$ cat src/rtl/tlb_refill_ctrl_pkg.sv
// Shared constants, PTE field positions and FSM encoding for the TLB refill controller.
package tlb_refill_ctrl_pkg;

  localparam int unsigned NUM_SETS       = 16;
  localparam int unsigned NUM_WAYS       = 4;
  localparam int unsigned SET_INDEX_BITS = 4;
  localparam int unsigned LRU_BITS       = 4;
  localparam int unsigned VPN_BITS       = 20;
  localparam int unsigned PPN_BITS       = 20;

  localparam int unsigned PTE_VALID_BIT  = 0;
  localparam int unsigned PTE_PERM_LSB   = 1;
  localparam int unsigned PTE_PPN_LSB    = 12;

  typedef enum logic [2:0] {
    ST_IDLE     = 3'd0,
    ST_RD_SET   = 3'd1,
    ST_PTW_REQ  = 3'd2,
    ST_PTW_WAIT = 3'd3,
    ST_WRITE    = 3'd4,
    ST_DONE     = 3'd5
  } refill_state_e;

endpackage

$ cat src/rtl/tlb_victim_sel.sv
// Victim way choice: lowest-index invalid way, else minimum use counter (lowest index on ties).
module tlb_victim_sel #(
  parameter int unsigned NUM_WAYS = 4,
  parameter int unsigned LRU_BITS = 4
) (
  input  logic [NUM_WAYS-1:0]          i_valid_bus,
  input  logic [NUM_WAYS*LRU_BITS-1:0] i_lru_bus,
  output logic [1:0]                   o_way
);

  logic                w_found_inv;
  logic [1:0]          w_inv_way;
  logic [1:0]          w_min_way;
  logic [LRU_BITS-1:0] w_min_cnt;

  always_comb begin
    w_found_inv = 1'b0;
    w_inv_way   = '0;
    w_min_way   = '0;
    w_min_cnt   = i_lru_bus[LRU_BITS-1:0];
    for (int unsigned w = 0; w < NUM_WAYS; w++) begin
      if (!w_found_inv && !i_valid_bus[w]) begin
        w_found_inv = 1'b1;
        w_inv_way   = 2'(w);
      end
      // Strict compare keeps the earlier way on equal counters.
      if (i_lru_bus[w*LRU_BITS +: LRU_BITS] < w_min_cnt) begin
        w_min_cnt = i_lru_bus[w*LRU_BITS +: LRU_BITS];
        w_min_way = 2'(w);
      end
    end
    o_way = w_found_inv ? w_inv_way : w_min_way;
  end

endmodule

$ cat src/rtl/tlb_refill_ctrl.sv
// TLB miss refill controller: set read, victim choice, PTE fetch, one-cycle storage write.
// Optional response timeout enabled by defining TLB_REFILL_TIMEOUT_EN.
module tlb_refill_ctrl
  import tlb_refill_ctrl_pkg::*;
#(
`ifdef TLB_REFILL_TIMEOUT_EN
  parameter int unsigned TIMEOUT_CYCLES = 255,
`endif
  parameter int unsigned SET_INDEX_BITS = tlb_refill_ctrl_pkg::SET_INDEX_BITS,
  parameter int unsigned NUM_WAYS       = tlb_refill_ctrl_pkg::NUM_WAYS,
  parameter int unsigned LRU_BITS       = tlb_refill_ctrl_pkg::LRU_BITS,
  parameter logic [31:0] PT_BASE        = 32'h0001_0000
) (
  input  logic                          clk,
  input  logic                          rst_n,
  input  logic                          miss_valid,
  output logic                          miss_ready,
  input  logic [19:0]                   miss_vpn,
  output logic [SET_INDEX_BITS-1:0]     rd_set_index,
  input  logic [NUM_WAYS-1:0]           rd_valid_bus,
  input  logic [NUM_WAYS*LRU_BITS-1:0]  rd_lru_bus,
  output logic                          mem_req_valid,
  input  logic                          mem_req_ready,
  output logic [31:0]                   mem_req_addr,
  input  logic                          mem_resp_valid,
  input  logic [31:0]                   mem_resp_data,
  output logic                          wr_en,
  output logic                          update_en,
  output logic [SET_INDEX_BITS-1:0]     wr_set_index,
  output logic [1:0]                    wr_way,
  output logic                          wr_valid,
  output logic [19:0]                   wr_vpn,
  output logic [19:0]                   wr_ppn,
  output logic [1:0]                    wr_perms,
  output logic [LRU_BITS-1:0]           wr_lru_count,
  output logic                          refill_done,
  output logic                          refill_fault,
  output logic [19:0]                   refill_ppn,
  output logic [1:0]                    refill_perms
);

  refill_state_e              r_state;
  logic [19:0]                r_vpn;
  logic [SET_INDEX_BITS-1:0]  r_set;
  logic [1:0]                 r_way;
  logic                       r_fault;
  logic [19:0]                r_ppn;
  logic [1:0]                 r_perms;
  logic [1:0]                 w_victim;
  logic                       w_unused_pte;
`ifdef TLB_REFILL_TIMEOUT_EN
  logic [7:0]                 r_wait_cnt;
`endif

  assign w_unused_pte = &{1'b0, mem_resp_data[PTE_PPN_LSB-1:PTE_PERM_LSB+2]};

  tlb_victim_sel #(
    .NUM_WAYS (NUM_WAYS),
    .LRU_BITS (LRU_BITS)
  ) u_victim_sel (
    .i_valid_bus (rd_valid_bus),
    .i_lru_bus   (rd_lru_bus),
    .o_way       (w_victim)
  );

  always_ff @(posedge clk or negedge rst_n) begin
    if (!rst_n) begin
      r_state    <= ST_IDLE;
      r_vpn      <= '0;
      r_set      <= '0;
      r_way      <= '0;
      r_fault    <= 1'b0;
      r_ppn      <= '0;
      r_perms    <= '0;
`ifdef TLB_REFILL_TIMEOUT_EN
      r_wait_cnt <= '0;
`endif
    end else begin
      case (r_state)
        ST_IDLE: begin
          if (miss_valid) begin
            r_vpn   <= miss_vpn;
            r_set   <= miss_vpn[SET_INDEX_BITS-1:0];
            r_fault <= 1'b0;
            r_ppn   <= '0;
            r_perms <= '0;
            r_state <= ST_RD_SET;
          end
        end
        ST_RD_SET: begin
          r_way   <= w_victim;
          r_state <= ST_PTW_REQ;
        end
        ST_PTW_REQ: begin
          if (mem_req_ready) begin
`ifdef TLB_REFILL_TIMEOUT_EN
            r_wait_cnt <= '0;
`endif
            r_state <= ST_PTW_WAIT;
          end
        end
        ST_PTW_WAIT: begin
          if (mem_resp_valid) begin
            r_ppn   <= mem_resp_data[31:PTE_PPN_LSB];
            r_perms <= mem_resp_data[PTE_PERM_LSB +: 2];
            if (mem_resp_data[PTE_VALID_BIT]) begin
              r_state <= ST_WRITE;
            end else begin
              r_fault <= 1'b1;
              r_state <= ST_DONE;
            end
          end
`ifdef TLB_REFILL_TIMEOUT_EN
          // The counter value is the number of completed wait cycles minus one.
          else if (r_wait_cnt == 8'(TIMEOUT_CYCLES - 1)) begin
            r_fault <= 1'b1;
            r_state <= ST_DONE;
          end else begin
            r_wait_cnt <= r_wait_cnt + 8'd1;
          end
`endif
        end
        ST_WRITE: r_state <= ST_DONE;
        ST_DONE:  r_state <= ST_IDLE;
        default:  r_state <= ST_IDLE;
      endcase
    end
  end

  // Every output is decoded from the state and gated registers only.
  always_comb begin
    miss_ready    = (r_state == ST_IDLE);
    rd_set_index  = (r_state == ST_RD_SET) ? r_set : '0;
    mem_req_valid = (r_state == ST_PTW_REQ);
    mem_req_addr  = (r_state == ST_PTW_REQ) ? (PT_BASE + 32'({r_vpn, 2'b00})) : '0;
    wr_en         = (r_state == ST_WRITE);
    update_en     = (r_state == ST_WRITE);
    wr_set_index  = '0;
    wr_way        = '0;
    wr_valid      = 1'b0;
    wr_vpn        = '0;
    wr_ppn        = '0;
    wr_perms      = '0;
    wr_lru_count  = '0;
    if (r_state == ST_WRITE) begin
      wr_set_index = r_set;
      wr_way       = r_way;
      wr_valid     = 1'b1;
      wr_vpn       = r_vpn;
      wr_ppn       = r_ppn;
      wr_perms     = r_perms;
      wr_lru_count = LRU_BITS'(1);
    end
    refill_done   = (r_state == ST_DONE);
    refill_fault  = (r_state == ST_DONE) && r_fault;
    refill_ppn    = (r_state == ST_DONE) ? r_ppn : '0;
    refill_perms  = (r_state == ST_DONE) ? r_perms : '0;
  end

endmodule
$ cat config.mk
export PLATFORM = sky130hd
export DESIGN_NAME = tlb_refill_ctrl
export DESIGN_NICKNAME = d
export VERILOG_FILES = /design/src/rtl/tlb_refill_ctrl_pkg.sv /design/src/rtl/tlb_victim_sel.sv /design/src/rtl/tlb_refill_ctrl.sv
export SDC_FILE = /design/constraint.sdc
export NUM_CORES = 1
export LEC_CHECK = 0
export ABC_CLOCK_PERIOD_IN_PS = 1600
export CAP_MARGIN = 20
export CORE_MARGIN = 3
export CORE_UTILIZATION = 38
export DETAILED_ROUTE_END_ITERATION = 12
export PLACE_DENSITY_LB_ADDON = 0.05
export SLEW_MARGIN = 10
export SYNTH_ARGS = -nofsm -noshare
export SYNTH_HDL_FRONTEND = slang
export SYNTH_SLANG_ARGS = --single-unit
$ cat constraint.sdc
create_clock -name clk -period 1.6 [get_ports clk]
set_input_delay 0.16 -clock clk [delete_from_list [all_inputs] [get_ports clk]]
set_output_delay 0.16 -clock clk [all_outputs]
set_load 0.02 [all_outputs]
Word level (Yosys, flattened, before mapping)
Index checks and enable logic that the tools add are counted.

Bits in registers: 52. Bits of input ports: 77. Output and inout bits: 117. Word-level logic and storage cells: 74.

$add $sub $neg: 1. $lt $le $gt $ge: 3. Equal/unequal tests: 9. Muxes and demuxes: 39. Reductions and logical operators: 15.

Operators with widths (count): $mux W20 (5); $pmux W20 S2 (1); $add A17 B22 Y23 const A (1); $mux W23 (1); $mux W2 (10); $mux W4 (4); $pmux W3 S5 (1); $lt A4 B4 Y1 (3); $mux W1 (12); $mux W3 (3); $eq A3 B2 Y1 const B (2); $eq A3 B3 Y1 const B (2); $ne A2 B2 Y1 const B (3); $reduce_and A3 Y1 (2); $logic_not A1 Y1 (5); $logic_and A1 B1 Y1 (4); $pmux W2 S2 (1); $reduce_and A4 Y1 (1); $eq A3 B1 Y1 const B (1); $logic_not A3 Y1 (1); $ne A2 B1 Y1 const B (1); $pmux W1 S2 (1); $reduce_and A2 Y1 (1); $reduce_bool A2 Y1 (1).

Depth between registers and ports, before layout
Word-level depth: 10. Depth in mapped cells: 17. Mapped depth without buffers: 17.

By module
A second synthesis with hierarchy kept.

Cells, all modules: 370. Area total of the unflattened synthesis: 3339.5 sq um.

Modules (own cells, without submodules): tlb_refill_ctrl (times used 1, cells an instance 308, area an instance 2882.8 sq um, seq. area each 1201.2 sq um); tlb_victim_sel (times used 1, cells an instance 62, area an instance 456.7 sq um, seq. area each 0.0 sq um).

Worst setup path before layout
Ideal clock, no wire load.

Path type: input-to-reg. Start point: input rd_lru_bus[2]. End point: register r_way[1]. Setup time: 0.087 ns. Data arrival time: 3.354 ns. Data required time: 1.513 ns. Path slack: -1.841 ns. Stages: 16. Buffers on the path: 0. Path through: inv_1 > ha_1 > a21o_1 > a31o_1 > a21oi_2 > mux2i_1 > ha_1 > a21oi_1 > o21ai_0 > o21bai_2 > mux2_2 > ha_1 > or4_1 > a21oi_1 > a31oi_2 > o211ai_1.

Word-level cells in the longest chain between the ends: 7. Elaborated cells between the ends (all ways): 8. Those cells by class: order compare (3); mux (5).

RTL lines: from (decl) (line tlb_refill_ctrl.sv:21) `input logic [NUM_WAYS*LRU_BITS-1:0] rd_lru_bus,`; $lt A4 B4 Y1 (line tlb_victim_sel.sv:27) `if (i_lru_bus[w*LRU_BITS +: LRU_BITS] < w_min_cnt) begin`; $mux W4 * (line tlb_victim_sel.sv:27); $lt A4 B4 Y1 (line tlb_victim_sel.sv:27); $mux W4 (line tlb_victim_sel.sv:27); $lt A4 B4 Y1 (line tlb_victim_sel.sv:27); $mux W2 * (line tlb_victim_sel.sv:27); $mux W2 * (line tlb_victim_sel.sv:32) `o_way = w_found_inv ? w_inv_way : w_min_way;`; to (signal assigned) (line tlb_refill_ctrl.sv:91) `r_way <= w_victim;`; to (decl) (line tlb_refill_ctrl.sv:45) `logic [1:0] r_way;`.

Mark *: on every way between the ends. The rest lies on a longest branch, timed or not. A chain may end at the register's enable or synchronous reset.

Worst setup path in the final report
Same ends and word-level chain as after synthesis.

==> results.cfg <==
[status]
status = complete, but fails checks
violations = setup timing

[timing]
fin_crit_sh = 2.06
tightest_slew_ps = 586
fmax_mhz = 303
grt_setup_unrepaired = yes
fin_skew_ps = 5.76
hold_viol = 0
finalMaxSlewViolations = 0
whs_ps = 382
min_period_ps = 3300
finalSetupViolations = 148
fin_ws_ps = -1700
relSlewSlack = 0.610

[floorplan]
start_util = 0.393
num_rows = 33
die_width_microns = 98.4
die-area_sq_mm = 0.00968
die_h_microns = 98.4
core_area_sq_mm = 0.00826
ios = 194

[drt]
ant_nets = 0
drc = 0
firstDrtPassIters = 4
drt-initial-drc-count = 158
vias = 4052
wl_per_cell_microns = 21.0
via_per_inst = 5.37
routed_wl_microns = 15900

[synth]
netlist_area_sq_mm = 0.00324
ys.flop_type = dfrtp_1
synthArstFlopShare = 1.00
syn-mean-instance-area_sq_um = 8.77
ys_types = 48
synth_seq_cells = 48
ys_warn_count = 0
ys_seq_area_frac = 0.370
synth_edf_count = 0
syn_inst = 370

[final_layout]
antenna_cells = 0
syn2layout_area_growth_pct = 128
layout.nets = 738
drive_gt1_frac = 0.648

[power_and_ir_drop]
pwr-share-comb = 0.725
ir_drop_mv = 1.04
leakage_nw = 3.51
power_per_cell_area_mw_per_mm2 = 1620
seq_power_share = 0.199
p_sw_frac = 0.409
power_frac_clock = 0.076
p_switching_mw = 4.91
p_int_mw = 7.10

[setup_path]
critPathCaptureType = flop
crit_path_cell_trace = buf_8 -> inv_4 -> ha_4 -> a21o_1 -> a31o_1 -> a21oi_4 -> mux2i_2 -> ha_1 -> a21oi_2 -> o21ai_2 -> o21bai_4 -> mux2_4 -> ha_4 -> or4_4 -> a21oi_2 -> a31oi_2 -> o211ai_1
crit_buf_inv = 2
cp.arrival_ps = 3520
cp.required_ps = 1830
path_max_fanout = 3
worstSetupPathType = in -> reg
cpPeakStageDelay_ps = 480
crit_family = compound AO/OA/AOI/OAI gates
worstSetupStartpointType = primary input
slowest_stage = or4_4

[cts]
cts_made_buffers = 5
clk_latency_ps = 300
clkTransAtPathRegs_ps = 100
cts_tree = done
clk_path_buf_depth = 2
h-tree-depth = 2
clock-sinks = 48
root_buffer = clkbuf_8

[place]
detailedPlace.worstSlack_ps = -2460
numPortBuffers = 170
hpwl_microns = 7670
routabilityCongestion = 0.780

[global_route]
grt_pass1_vias = 4110
grt_pass1_wl_microns = 21700
grt_overflow_total = 0
grt_start_max_net_pins = 27
antenna_found_initial = 0
grt_use_total = 0.281

[min_path]
hp-class = in -> async

[flow_run]
drv_cap = 0
power by group through the flow:
stage	Clock [mW]	Combinational, mW	Sequential [mW]
2_1_floorplan	0	2.78	2.06
3_3_place_gp	0	4.59	2.14
3_5_place_dp	0	4.65	2.18
4_1_cts	0.905	7.58	2.20
5_1_grt	0.969	9.08	2.43
6_report	0.912	8.71	2.39
layout make-up:
| class | count | area (sq um) |
|---|---|---|
| fill | 351 | 856 |
| inverter | 11 | 46.3 |
| timing repair buffer | 303 | 3380 |
| multi-input combinational | 280 | 2530 |
| clock inverter | 3 | 42.5 |
| tap | 105 | 131 |
| sequential | 48 | 1200 |
| clock buffer | 5 | 68.8 |
metrics by stage:
step / cells / util / cell area (sq um) / power, mW / setup TNS [ps]
6_report: 755 / 0.896 / 7400 / 12.0 / -42450
3_3_place_gp: 663 / 0.655 / 5410 / 6.74 / -22600
4_1_cts: 749 / 0.833 / 6880 / 10.7 / -43470
5_1_grt: 755 / 0.896 / 7400 / 12.5 / -49960
2_1_floorplan: 383 / - / 3440 / 4.83 / -3560
3_5_place_dp: 663 / 0.655 / 5410 / 6.83 / -25510
flip-flops by register name, indices dropped and copies added (netlist names):
name	flops
r_fault	1
r_perms	2
r_ppn	20
r_state	3
r_vpn	20
r_way	2
cell usage after synthesis, types with 2 or more instances:
master    instances  share of area
nand3_1           7          0.011
mux2_2           19          0.066
dfrtp_1          48           0.37
nand2_1          47          0.054
inv_1            10          0.012
nor3_1            4         0.0062
clkbuf_1         14          0.016
a21oi_1           6         0.0093
nor2_1           11          0.013
buf_4            23          0.053
nor2b_1           3         0.0058
buf_2             7          0.011
mux2_1            3          0.010
ha_1             12          0.046
and3_1           47          0.091
o21ai_0           7          0.011
xor2_1            3         0.0081
nand3b_1          2         0.0046
mux2i_1           2         0.0062
and2_1           42          0.081
nand2b_1          4         0.0077
o211ai_1          2         0.0046
o21ai_1          22          0.034
placed cells by master, fill, tap and decap left out, types with 4 or more instances in the layout:
| cell | count |
|---|---|
| buf_6 | 153 |
| a21oi_1 | 4 |
| mux2_4 | 22 |
| and2_4 | 43 |
| nor2_4 | 7 |
| nand3_1 | 7 |
| inv_1 | 7 |
| clkdlybuf4s50_1 | 58 |
| and3_4 | 37 |
| o21ai_0 | 6 |
| and3_1 | 10 |
| nand2_2 | 7 |
| buf_4 | 56 |
| buf_16 | 9 |
| buf_12 | 11 |
| ha_1 | 7 |
| conb_1 | 14 |
| nand2_4 | 16 |
| dfrtp_1 | 47 |
| buf_8 | 8 |
| o21ai_1 | 9 |
| clkbuf_8 | 5 |
| ha_4 | 4 |
| nand2_1 | 24 |
| o21ai_2 | 14 |
path summary, 6_finish.rpt:
check | from | endpoint | slack [ps] | cells after the start
hold / removal | rst_n | r_ppn[14] | 380 | 2
setup / recovery | rd_lru_bus[2] | r_way[1] | -1700 | 17
hold reg to reg | r_way[1] | r_way[1] | 540 | 2
setup reg to reg | r_state[1] | r_ppn[10] | -430 | 11
min in group clk | mem_resp_data[18] | r_ppn[6] | 400 | 3
max in group asynchronous | rst_n | r_state[1] | 660 | 3
layer usage:
layer | share of wire | vias to the layer above | global-route usage
met2 | 0.55 | 204 | 0.527
met5 | 0 | - | 0
met4 | 0.032 | 0 | 0.0914
li1 | - | 1787 | -
met3 | 0.062 | 41 | 0.0557
met1 | 0.36 | 2020 | 0.317
worst reg2reg max path: stages, from the launching register on:
cell	delay, ps
dfrtp_2	430
buf_6	140
buf_6	120
buf_6	110
buf_6	120
nor3_4	180
and2_4	200
buf_6	100
a21oi_4	40
buf_12	160
buf_16	150
o21ai_1	210
timing repair:
action,4_1_cts,5_1_grt
hold endpoints to repair,22,0
cloned,15,0
gates resized for setup,762,148
pin swaps,43,34
hold buffers,1,0
buffers inserted,63,25
setup endpoints to repair,147,148
cell families after synthesis:
logic type / synth area share
multiplexers: 0.0826
buffers and inverters: 0.0930
other: 0.00116
AO/OA/AOI/OAI: 0.0965
flip-flops: 0.370
AND/OR/NAND/NOR: 0.299
XOR/XNOR: 0.0108
adder cells (fa/ha/maj): 0.0463
(Power assumes the default switching activity.)
